--- src/rtl/bpu_bht_predictor.sv ---
// rtl/bpu_bht_predictor.sv - 2-bit counter branch history table with in-flight resolve queue
//
// Predicts the direction of predecoded conditional branches from a PHT of
// 2-bit saturating counters indexed by pc[IDX_W+1:2]. Each predicted branch is
// remembered as {index, prediction} in a small FIFO until the EXU resolves it.
// On resolution the counter that made the prediction is trained.
//
// Ports:
//   clk, rst_n                 clock, synchronous active-low reset
//   ifu2bpu_req_i/pc_i         fetch lookup request and fetch PC
//   ifu2bpu_b_type_i/imm_i     conditional-branch flag and signed B-type offset
//   bpu2ifu_rdy_o              in-flight queue has room
//   bpu2ifu_taken_o/target_o   predicted direction and pc + offset
//   exu2bpu_res_vld_i/taken_i  resolution of the oldest branch and its outcome
//   exu2bpu_new_pc_req_i       redirect: discards all in-flight entries
//   bpu2exu_mispred_o          resolved outcome differs from stored prediction
//   bpu_stat_br_o/mis_o        (SCR1_BPU_STATS_EN only) saturating event counters
//
// Optional feature macro: SCR1_BPU_STATS_EN

module bpu_bht_predictor #(
    parameter int BHT_ENTRIES = 16,
    parameter int PC_W        = 32,
    parameter int INFLIGHT    = 2
) (
    input  logic            clk,
    input  logic            rst_n,
    input  logic            ifu2bpu_req_i,
    input  logic [PC_W-1:0] ifu2bpu_pc_i,
    input  logic            ifu2bpu_b_type_i,
    input  logic [12:0]     ifu2bpu_imm_i,
    output logic            bpu2ifu_rdy_o,
    output logic            bpu2ifu_taken_o,
    output logic [PC_W-1:0] bpu2ifu_target_o,
    input  logic            exu2bpu_res_vld_i,
    input  logic            exu2bpu_taken_i,
    input  logic            exu2bpu_new_pc_req_i,
    output logic            bpu2exu_mispred_o
`ifdef SCR1_BPU_STATS_EN
    ,
    output logic [31:0]     bpu_stat_br_o,
    output logic [31:0]     bpu_stat_mis_o
`endif
);

    localparam int IDX_W = $clog2(BHT_ENTRIES);
    localparam int PTR_W = $clog2(INFLIGHT);
    localparam int CNT_W = PTR_W + 1;

    logic [1:0]       pht [BHT_ENTRIES];
    logic [IDX_W-1:0] q_idx [INFLIGHT];
    logic             q_pred [INFLIGHT];
    logic [PTR_W-1:0] head;
    logic [PTR_W-1:0] tail;
    logic [CNT_W-1:0] count;

    logic [IDX_W-1:0] lookup_idx;
    logic             lookup_pred;
    logic             q_full;
    logic             q_empty;
    logic             is_branch;
    logic             push;
    logic             pop;
    logic [IDX_W-1:0] head_idx;
    logic             head_pred;
    logic [1:0]       head_ctr;
    logic [1:0]       trained_ctr;

    assign lookup_idx  = ifu2bpu_pc_i[IDX_W+1:2];
    assign lookup_pred = pht[lookup_idx][1];
    assign q_full      = (count == CNT_W'(INFLIGHT));
    assign q_empty     = (count == '0);

    // rdy is purely occupancy based: a pop in the same cycle does not free a slot early.
    assign bpu2ifu_rdy_o   = ~q_full;
    assign is_branch       = ifu2bpu_req_i & ifu2bpu_b_type_i & ~q_full;
    assign bpu2ifu_taken_o = is_branch & lookup_pred;

    // A redirect in the push cycle squashes the branch being fetched.
    assign push = is_branch & ~exu2bpu_new_pc_req_i;
    assign pop  = exu2bpu_res_vld_i & ~q_empty;

    assign bpu2ifu_target_o = ifu2bpu_pc_i + {{(PC_W-13){ifu2bpu_imm_i[12]}}, ifu2bpu_imm_i};

    assign head_idx          = q_idx[head];
    assign head_pred         = q_pred[head];
    assign head_ctr          = pht[head_idx];
    assign bpu2exu_mispred_o = pop & (exu2bpu_taken_i != head_pred);

    always_comb begin
        trained_ctr = head_ctr;
        if (exu2bpu_taken_i) begin
            if (head_ctr != 2'b11) trained_ctr = head_ctr + 2'b01;
        end else begin
            if (head_ctr != 2'b00) trained_ctr = head_ctr - 2'b01;
        end
    end

    // Counter table: reset to weakly not-taken, trained by the popped head.
    always_ff @(posedge clk) begin
        if (!rst_n) begin
            for (int i = 0; i < BHT_ENTRIES; i++) begin
                pht[i] <= 2'b01;
            end
        end else if (pop) begin
            pht[head_idx] <= trained_ctr;
        end
    end

    // Queue payload needs no reset; occupancy alone qualifies it.
    always_ff @(posedge clk) begin
        if (push) begin
            q_idx[tail]  <= lookup_idx;
            q_pred[tail] <= lookup_pred;
        end
    end

    always_ff @(posedge clk) begin
        if (!rst_n || exu2bpu_new_pc_req_i) begin
            head  <= '0;
            tail  <= '0;
            count <= '0;
        end else begin
            if (push) tail <= tail + PTR_W'(1);
            if (pop)  head <= head + PTR_W'(1);
            if (push && !pop)      count <= count + CNT_W'(1);
            else if (pop && !push) count <= count - CNT_W'(1);
        end
    end

`ifdef SCR1_BPU_STATS_EN
    always_ff @(posedge clk) begin
        if (!rst_n) begin
            bpu_stat_br_o  <= '0;
            bpu_stat_mis_o <= '0;
        end else begin
            if (pop && bpu_stat_br_o != 32'hFFFF_FFFF)
                bpu_stat_br_o <= bpu_stat_br_o + 32'd1;
            if (bpu2exu_mispred_o && bpu_stat_mis_o != 32'hFFFF_FFFF)
                bpu_stat_mis_o <= bpu_stat_mis_o + 32'd1;
        end
    end
`endif

endmodule

--- config.mk ---
export PLATFORM = sky130hd
export DESIGN_NAME = bpu_bht_predictor
export DESIGN_NICKNAME = d
export VERILOG_FILES = /design/src/rtl/bpu_bht_predictor.sv
export SDC_FILE = /design/constraint.sdc
export NUM_CORES = 1
export LEC_CHECK = 0
export ABC_AREA = 1
export CAP_MARGIN = 20
export CELL_PAD_IN_SITES_DETAIL_PLACEMENT = 1
export CELL_PAD_IN_SITES_GLOBAL_PLACEMENT = 1
export CORE_MARGIN = 5
export CORE_UTILIZATION = 41
export DETAILED_ROUTE_END_ITERATION = 10
export GPL_TIMING_DRIVEN = 0
export PLACE_DENSITY = 0.85
export SLEW_MARGIN = 10
export SYNTH_ARGS = -nofsm -noshare
export SYNTH_HDL_FRONTEND = slang
export SYNTH_SLANG_ARGS = --single-unit
--- constraint.sdc ---
create_clock -name clk -period 5.1 [get_ports clk]
set_clock_uncertainty 0.2 [all_clocks]
set_input_delay 1.02 -clock clk [delete_from_list [all_inputs] [get_ports clk]]
set_output_delay 1.02 -clock clk [all_outputs]
set_load 0.03 [all_outputs]
==> results of run 1 <==
==> per-layer routing <==
metal	vias up	wire (um)
met3	8	713
met1	2161	6550
li1	2294	-
met5	-	0
met4	0	72
met2	96	7330
==> sequential cells by signal (all words and copies together) (netlist names), named ones only <==
name,cells
count,2
tail,1
head,1
q_pred,2
q_idx,8
pht,32
==> cells in the final DEF, fill, tap and decap left out, types with 3 or more instances in the layout <==
master,instances
edfxtp_1,42
mux2i_1,5
o21ai_0,24
nand2_2,7
ha_1,30
buf_6,4
dlymetal6s2s_1,8
dfxtp_1,5
clkbuf_1,3
nor2_1,75
o211ai_1,4
o21ai_2,5
nand3_1,48
clkbuf_8,5
clkdlybuf4s50_1,70
inv_1,68
nand2_1,191
a21o_1,3
dlygate4sd2_1,6
nor2_2,10
a21oi_1,46
xnor2_1,5
nand4_1,3
xor2_1,18
nor3_1,12
o21a_1,3
==> synth_stat cells (all sizes together) (7+ instances only) <==
master / instances
buf: 7
ha: 32
xor2: 18
o21ai: 32
inv: 69
edfxtp: 42
a21oi: 48
nor2: 86
nand2: 200
nand3: 48
nor3: 12
==> critical path, delay by kind of cell <==
kind	cells	cell delay, ns
AOI/OAI and AO/OA	2	0.50
xor gates and xnor gates	1	0.18
adders and majority gates	1	0.44
buffers and inverters	3	1.10
and+or+nand+nor	5	0.51
==> through the flow <==
step           setup TNS (ns)  hold WS, ns  power, mW  area (um2)  setup WS [ns]
3_3_place_gp            -6.11        0.254       1.01        5450         -0.742
6_report                    0        0.283       1.24        5580          0.111
5_1_grt                -0.115        0.315       1.32        5580        -0.0849
3_5_place_dp            -7.63        0.272       1.03        5450         -0.825
2_1_floorplan               0        0.247      0.793        4420           1.05
4_1_cts                     0        0.284       1.24        5540         0.0253
==> power by group through the flow <==
| stage | combinational (mW) | clock [mW] | sequential (mW) |
|---|---|---|---|
| 2_1_floorplan | 0.357 | 0 | 0.437 |
| 3_3_place_gp | 0.570 | 0 | 0.439 |
| 3_5_place_dp | 0.586 | 0 | 0.440 |
| 4_1_cts | 0.586 | 0.228 | 0.431 |
| 5_1_grt | 0.636 | 0.253 | 0.432 |
| 6_report | 0.585 | 0.226 | 0.431 |
==> what timing repair did <==
action / in CTS / in global routing
pin swaps: 0 / 0
endpoints found under the setup margin: 20 / 13
resized for setup: 15 / 12
==> final timing paths <==
kind / depth (start not counted) / slack (ns) / startpoint / to
setup / recovery: 12 / 0.11 / ifu2bpu_pc_i[2] / bpu2ifu_target_o[17]
hold / removal: 2 / 0.28 / head / head
setup reg to reg: 13 / 2.64 / flop / pht[0][1]
hold reg to reg: 2 / 0.28 / head / head
==> logic make-up after synthesis <==
logic type | count (synthesis)
AO/OA/AOI/OAI | 97
XOR/XNOR | 23
adder cells (fa/ha/maj) | 33
buffers and inverters | 78
flip-flops | 47
multiplexers | 5
AND/OR/NAND/NOR | 355
==> final cells by class <==
| cell class | instances | area (um2) |
|---|---|---|
| Clock buffer | 6 | 72.6 |
| Inverter | 69 | 262 |
| Tap cell | 140 | 175 |
| Clock inverter | 2 | 12.5 |
| Timing Repair Buffer | 85 | 865 |
| Buffer | 9 | 81.3 |
| Fill cell | 1417 | 5110 |
| Sequential cell | 47 | 1360 |
| Multi-Input combinational cell | 513 | 2750 |
==> impl_metrics.yaml, run 1 <==
global_routing:
  grt_max_degree: 21
  antenna_found_initial: 0
  use_met2_pct: 40.9
  grtUsageMet3_pct: 3.34
  use_met1_pct: 30.4
  grt.busiest_layer: "met2"
  track_usage_pct: 22.9
  grt.overflow.total: 0
  grt_pass1_vias: 4904
  grt_pass1_wl_mm: 24.1
pwr:
  clock_power_share_pct: 18.2
  swShare_pct: 40.2
  power_density_mw_per_mm2: 223
  seq_power_share_pct: 34.7
  pwr-share-comb_pct: 47.1
  power.leakage_nw: 2.41
  p_sw_uw: 499
  internal_power_uw: 743
  vdd_ir_drop_max_mv: 0.126
worst_setup_path:
  path_max_fanout: 6
  critPathSlowestCell: "clkdlybuf4s50_1"
  worstPathArrival_ns: 3.77
  path_common_cell: "nand2_1"
  startpoint_type: "primary input"
  crit_path_max_incr_delay_ns: 0.57
  crit_chain: "clkdlybuf4s50_1 > ha_1 > a21oi_1 > nand2_1 > nand2_1 > nand2_1 > a21oi_2 > inv_1 > nand3_1 > nand2_1 > xor2_1 > dlygate4sd2_1"
  path_class: "primary input to output pin"
  cp-end-kind: "output pin"
  required_ns: 3.88
min_path:
  min_path_type: "flop to flop"
logic_synthesis:
  netlist_area_mm2: 0.00442
  synth_area_per_cell_um2: 6.93
  synth-xor-area-share_pct: 4.56
  yosysTopAreaCell: "edfxtp_1"
  synth_top_family_by_area: "simple AND/OR/NAND/NOR gates"
  synthMuxAreaShare_pct: 1.13
  synthAdderAreaFrac_pct: 9.51
  synth_top_area_share_pct: 28.5
  yosys.area_share.simple_pct: 33.8
  netlist_instances: 638
  synthFlopType: "edfxtp_1"
  synthArstFlopShare_pct: 0
  synthesis.nets: 723
  ys_ff_latch: 47
  synth_edf_count: 42
  synth_compound_area_share_pct: 12.5
  yosys_warnings: 0
  yosysSeqAreaShare_pct: 30.8
  synth_cell_types: 39
  synth.area.top_cells: "edfxtp_1 (29%), nand2_1 (16%), ha_1 (9.1%)"
detailed_routing:
  via_count: 4559
  routed_via_density: 5.23
  final_antenna_net_count: 0
  wirelength_mm: 14.7
  drc: 0
  wl_per_cell_um: 16.8
  drtPass1Iterations: 6
  drtIter0Drc: 251
clock_tree:
  postCtsHoldBufs: 0
  post_cts_buffers: 0
  cts_max_path_buffers: 2
  htreeDepth: 2
  numClockSinks: 47
  clkTransAtPathRegs_ns: 0.09
  cts_root_buf: "clkbuf_8"
  numCtsBuffers: 5
  clkLatencyLatePin_ns: 0.30
  tritoncts: "built"
cells_and_area:
  syn2layout_area_growth_pct: 26.3
  drive_gt1_share_pct: 6.29
  layout.cells.non_filler: 871
  diodes: 0
  final_core_util_pct: 52.2
  fin_nets: 815
floorplan:
  dieArea_mm2: 0.0130
  rows: 38
  num_io_pins: 87
  die_w_um: 114
  initial_core_util_pct: 41.3
  die_y_um: 114
  core-area_mm2: 0.0107
sta:
  setup_viol: 0
  relSlewSlack_pct: 65.6
  min_period_ns: 4.99
  fmax_mhz: 200
  slew_viol_final: 0
  tightest_slew_ns: 0.516
  hold_viol: 0
  period_share_pct: 97.8
  rsz0062_at_grt: "true"
job:
  drv_cap: 0
place:
  dpl.cell_count: 863
  placement.io_buffers: 85
  hpwl_mm: 12.0
  routabilityCongestion: 0.848
run_status:
  outcome: "complete, no violations"
No activity file was read; power rests on OpenSTA's default activity.
==> inputs of run 2 (changes only) <==
==> constraint.sdc (replaced) <==
create_clock -name clk -period 6.3 [get_ports clk]
set_clock_uncertainty 0.2 [all_clocks]
set_input_delay 1.26 -clock clk [delete_from_list [all_inputs] [get_ports clk]]
set_output_delay 1.26 -clock clk [all_outputs]
set_load 0.03 [all_outputs]
==> run 2 against run 1 <==
Utilization is 0.44 points lower. Sequential share of layout area is 0.21 points higher. Combinational power is 19% lower. Final cell count stayed put. Critical path depth is 1 higher. Hold slack hardly changed. Design area is 0.85% lower. Wire length is 1.4% lower. Global-route usage is 0.056 points lower. Worst setup slack better by 0.23 ns. First-iteration DRC count is 9.6% higher. Largest cell class unchanged.
==> impl_metrics.yaml, run 2 (same netlist as run 1, synthesis figures left out) <==
run_status:
  outcome: "complete, no violations"
clock_tree:
  clkTransAtPathRegs_ns: 0.09
  postCtsHoldBufs: 0
  tritoncts: "built"
  numClockSinks: 47
  postCtsResizedCells: 1
  numCtsBuffers: 5
  cts_root_buf: "clkbuf_8"
  clkLatencyLatePin_ns: 0.30
  htreeDepth: 2
  post_cts_buffers: 0
  cts_max_path_buffers: 2
floorplan:
  core-area_mm2: 0.0107
  initial_core_util_pct: 41.3
  rows: 38
  dieArea_mm2: 0.0130
  die_w_um: 114
  die_y_um: 114
  num_io_pins: 87
worst_setup_path:
  cp-end-kind: "output pin"
  crit_path_start: "ifu2bpu_pc_i[3]"
  crit_path_max_incr_delay_ns: 0.67
  reg2reg_to: "pht[0][1]"
  path_max_fanout: 8
  ff2ff_path_depth: 13
  path_class: "primary input to output pin"
  ff2ff_setup_slack_ns: 3.85
  crit_chain: "clkdlybuf4s50_1 > ha_1 > nand3_1 > nand2_1 > a21oi_1 > o21ai_0 > nand2_1 > nand2_1 > nand2_1 > nand2_1 > nand2_1 > nand2_1 > clkdlybuf4s50_1"
  worstPathArrival_ns: 4.50
  startpoint_type: "primary input"
  path_common_cell: "nand2_1"
  required_ns: 4.84
  critPathSlowestCell: "clkdlybuf4s50_1"
detailed_routing:
  drc: 0
  wirelength_mm: 14.5
  final_antenna_net_count: 0
  drtPass1Iterations: 4
  routed_via_density: 5.23
  via_count: 4558
  wl_per_cell_um: 16.6
  drtIter0Drc: 275
global_routing:
  antenna_found_initial: 0
  grt_max_degree: 21
  grt_pass1_wl_mm: 24.1
  grt.overflow.total: 0
  grt_pass1_vias: 4902
  track_usage_pct: 22.8
pwr:
  power_density_mw_per_mm2: 183
  vdd_ir_drop_max_mv: 0.103
  power.leakage_nw: 2.33
cells_and_area:
  final_core_util_pct: 51.7
  top_register: "pht"
  largest_register_ffs: 32
  final_cell_mix: "nand2_1 (191), clkdlybuf4s50_1 (84), nor2_1 (76)"
  drive_gt1_share_pct: 5.06
  fin_nets: 815
  diodes: 0
  reg_top3: "pht x32, q_idx x8"
  final_common_cell: "nand2_1"
  syn2layout_area_growth_pct: 25.2
sta:
  slew_viol_final: 0
  fmax_mhz: 168
  period_share_pct: 94.5
  min_period_ns: 5.96
  relSlewSlack_pct: 44.0
  tightest_slew_ns: 0.839
  setup_viol: 0
  rsz0062_at_grt: "false"
  hold_viol: 0
  setup_ws_ns: 0.345
place:
  hpwl_mm: 12.0
  place_ws_ns: -0.105
  placement.io_buffers: 85
  routabilityCongestion: 0.848
min_path:
  min_path_type: "flop to flop"
  min_from: "head"
  holdPathStages: 2
  min_to: "head"
job:
  drv_cap: 0
[run 2: changes by cell type in the layout (fill, tap and decap cells not counted), sizes merged]
cell,before,now
dlymetal6s2s,8,1
clkdlybuf4s15,1,0
dlygate4sd2,6,0
clkdlybuf4s50,70,84
[run 2: per-stage QoR]
step | area (um2) | total power [mW] | hold WS [ns] | TNS, ns | cells
floorplan | 4420 | 0.642 | 0.247 | 0 | 638
global placement | 5450 | 0.817 | 0.254 | -0.0220 | 863
detailed placement | 5450 | 0.830 | 0.272 | -0.194 | 863
CTS | 5530 | 1.01 | 0.284 | 0 | 871
global route | 5540 | 1.07 | 0.315 | 0 | 871
finish | 5540 | 1.01 | 0.283 | 0 | 871
[run 2: per-layer routing]
layer  part of all wire [%]  track usage, %  wire, um
met1                     46            30.4      6670
met2                     49            40.7      7110
met3                    4.3            3.29       616
met4                   0.47            2.38        68
met5                      0               0         0
[run 2: final cells by class]
| type | instances | area (um2) |
|---|---|---|
| flip-flops and latches | 47 | 1360 |
| well taps | 140 | 175 |
| multi-input cells | 513 | 2720 |
| plain buffers | 9 | 81.3 |
| clock buffers | 6 | 72.6 |
| fillers | 1433 | 5160 |
| clock inverters | 2 | 12.5 |
| inverters | 69 | 262 |
| repair buffers | 85 | 853 |
[run 2: report_power, final]
group          internal [mW]  switching, mW
Combinational          0.184          0.291
Clock                 0.0779          0.109
Sequential             0.344        0.00448
Total                  0.607          0.405
[run 2: how the worst max path moves through the flow]
stage | endpoint | slack (ns) | cells after the start
2_1_floorplan | bpu2ifu_target_o[14] | 1.77 | 9
3_3_place_gp | bpu2ifu_target_o[31] | -0.02 | 11
3_5_place_dp | bpu2ifu_target_o[31] | -0.10 | 11
4_1_cts | bpu2ifu_target_o[31] | 0.11 | 11
5_1_grt | bpu2ifu_target_o[30] | 0.09 | 13
6_report | bpu2ifu_target_o[30] | 0.34 | 13
[run 2: critical path, delay by kind of cell]
kind                     cells  cell delay [ns]
buffers and inverters        2             1.25
AND/OR/NAND/NOR              8             0.82
AO/OA/AOI/OAI                2             0.70
adder cells (fa/ha/maj)      1             0.45
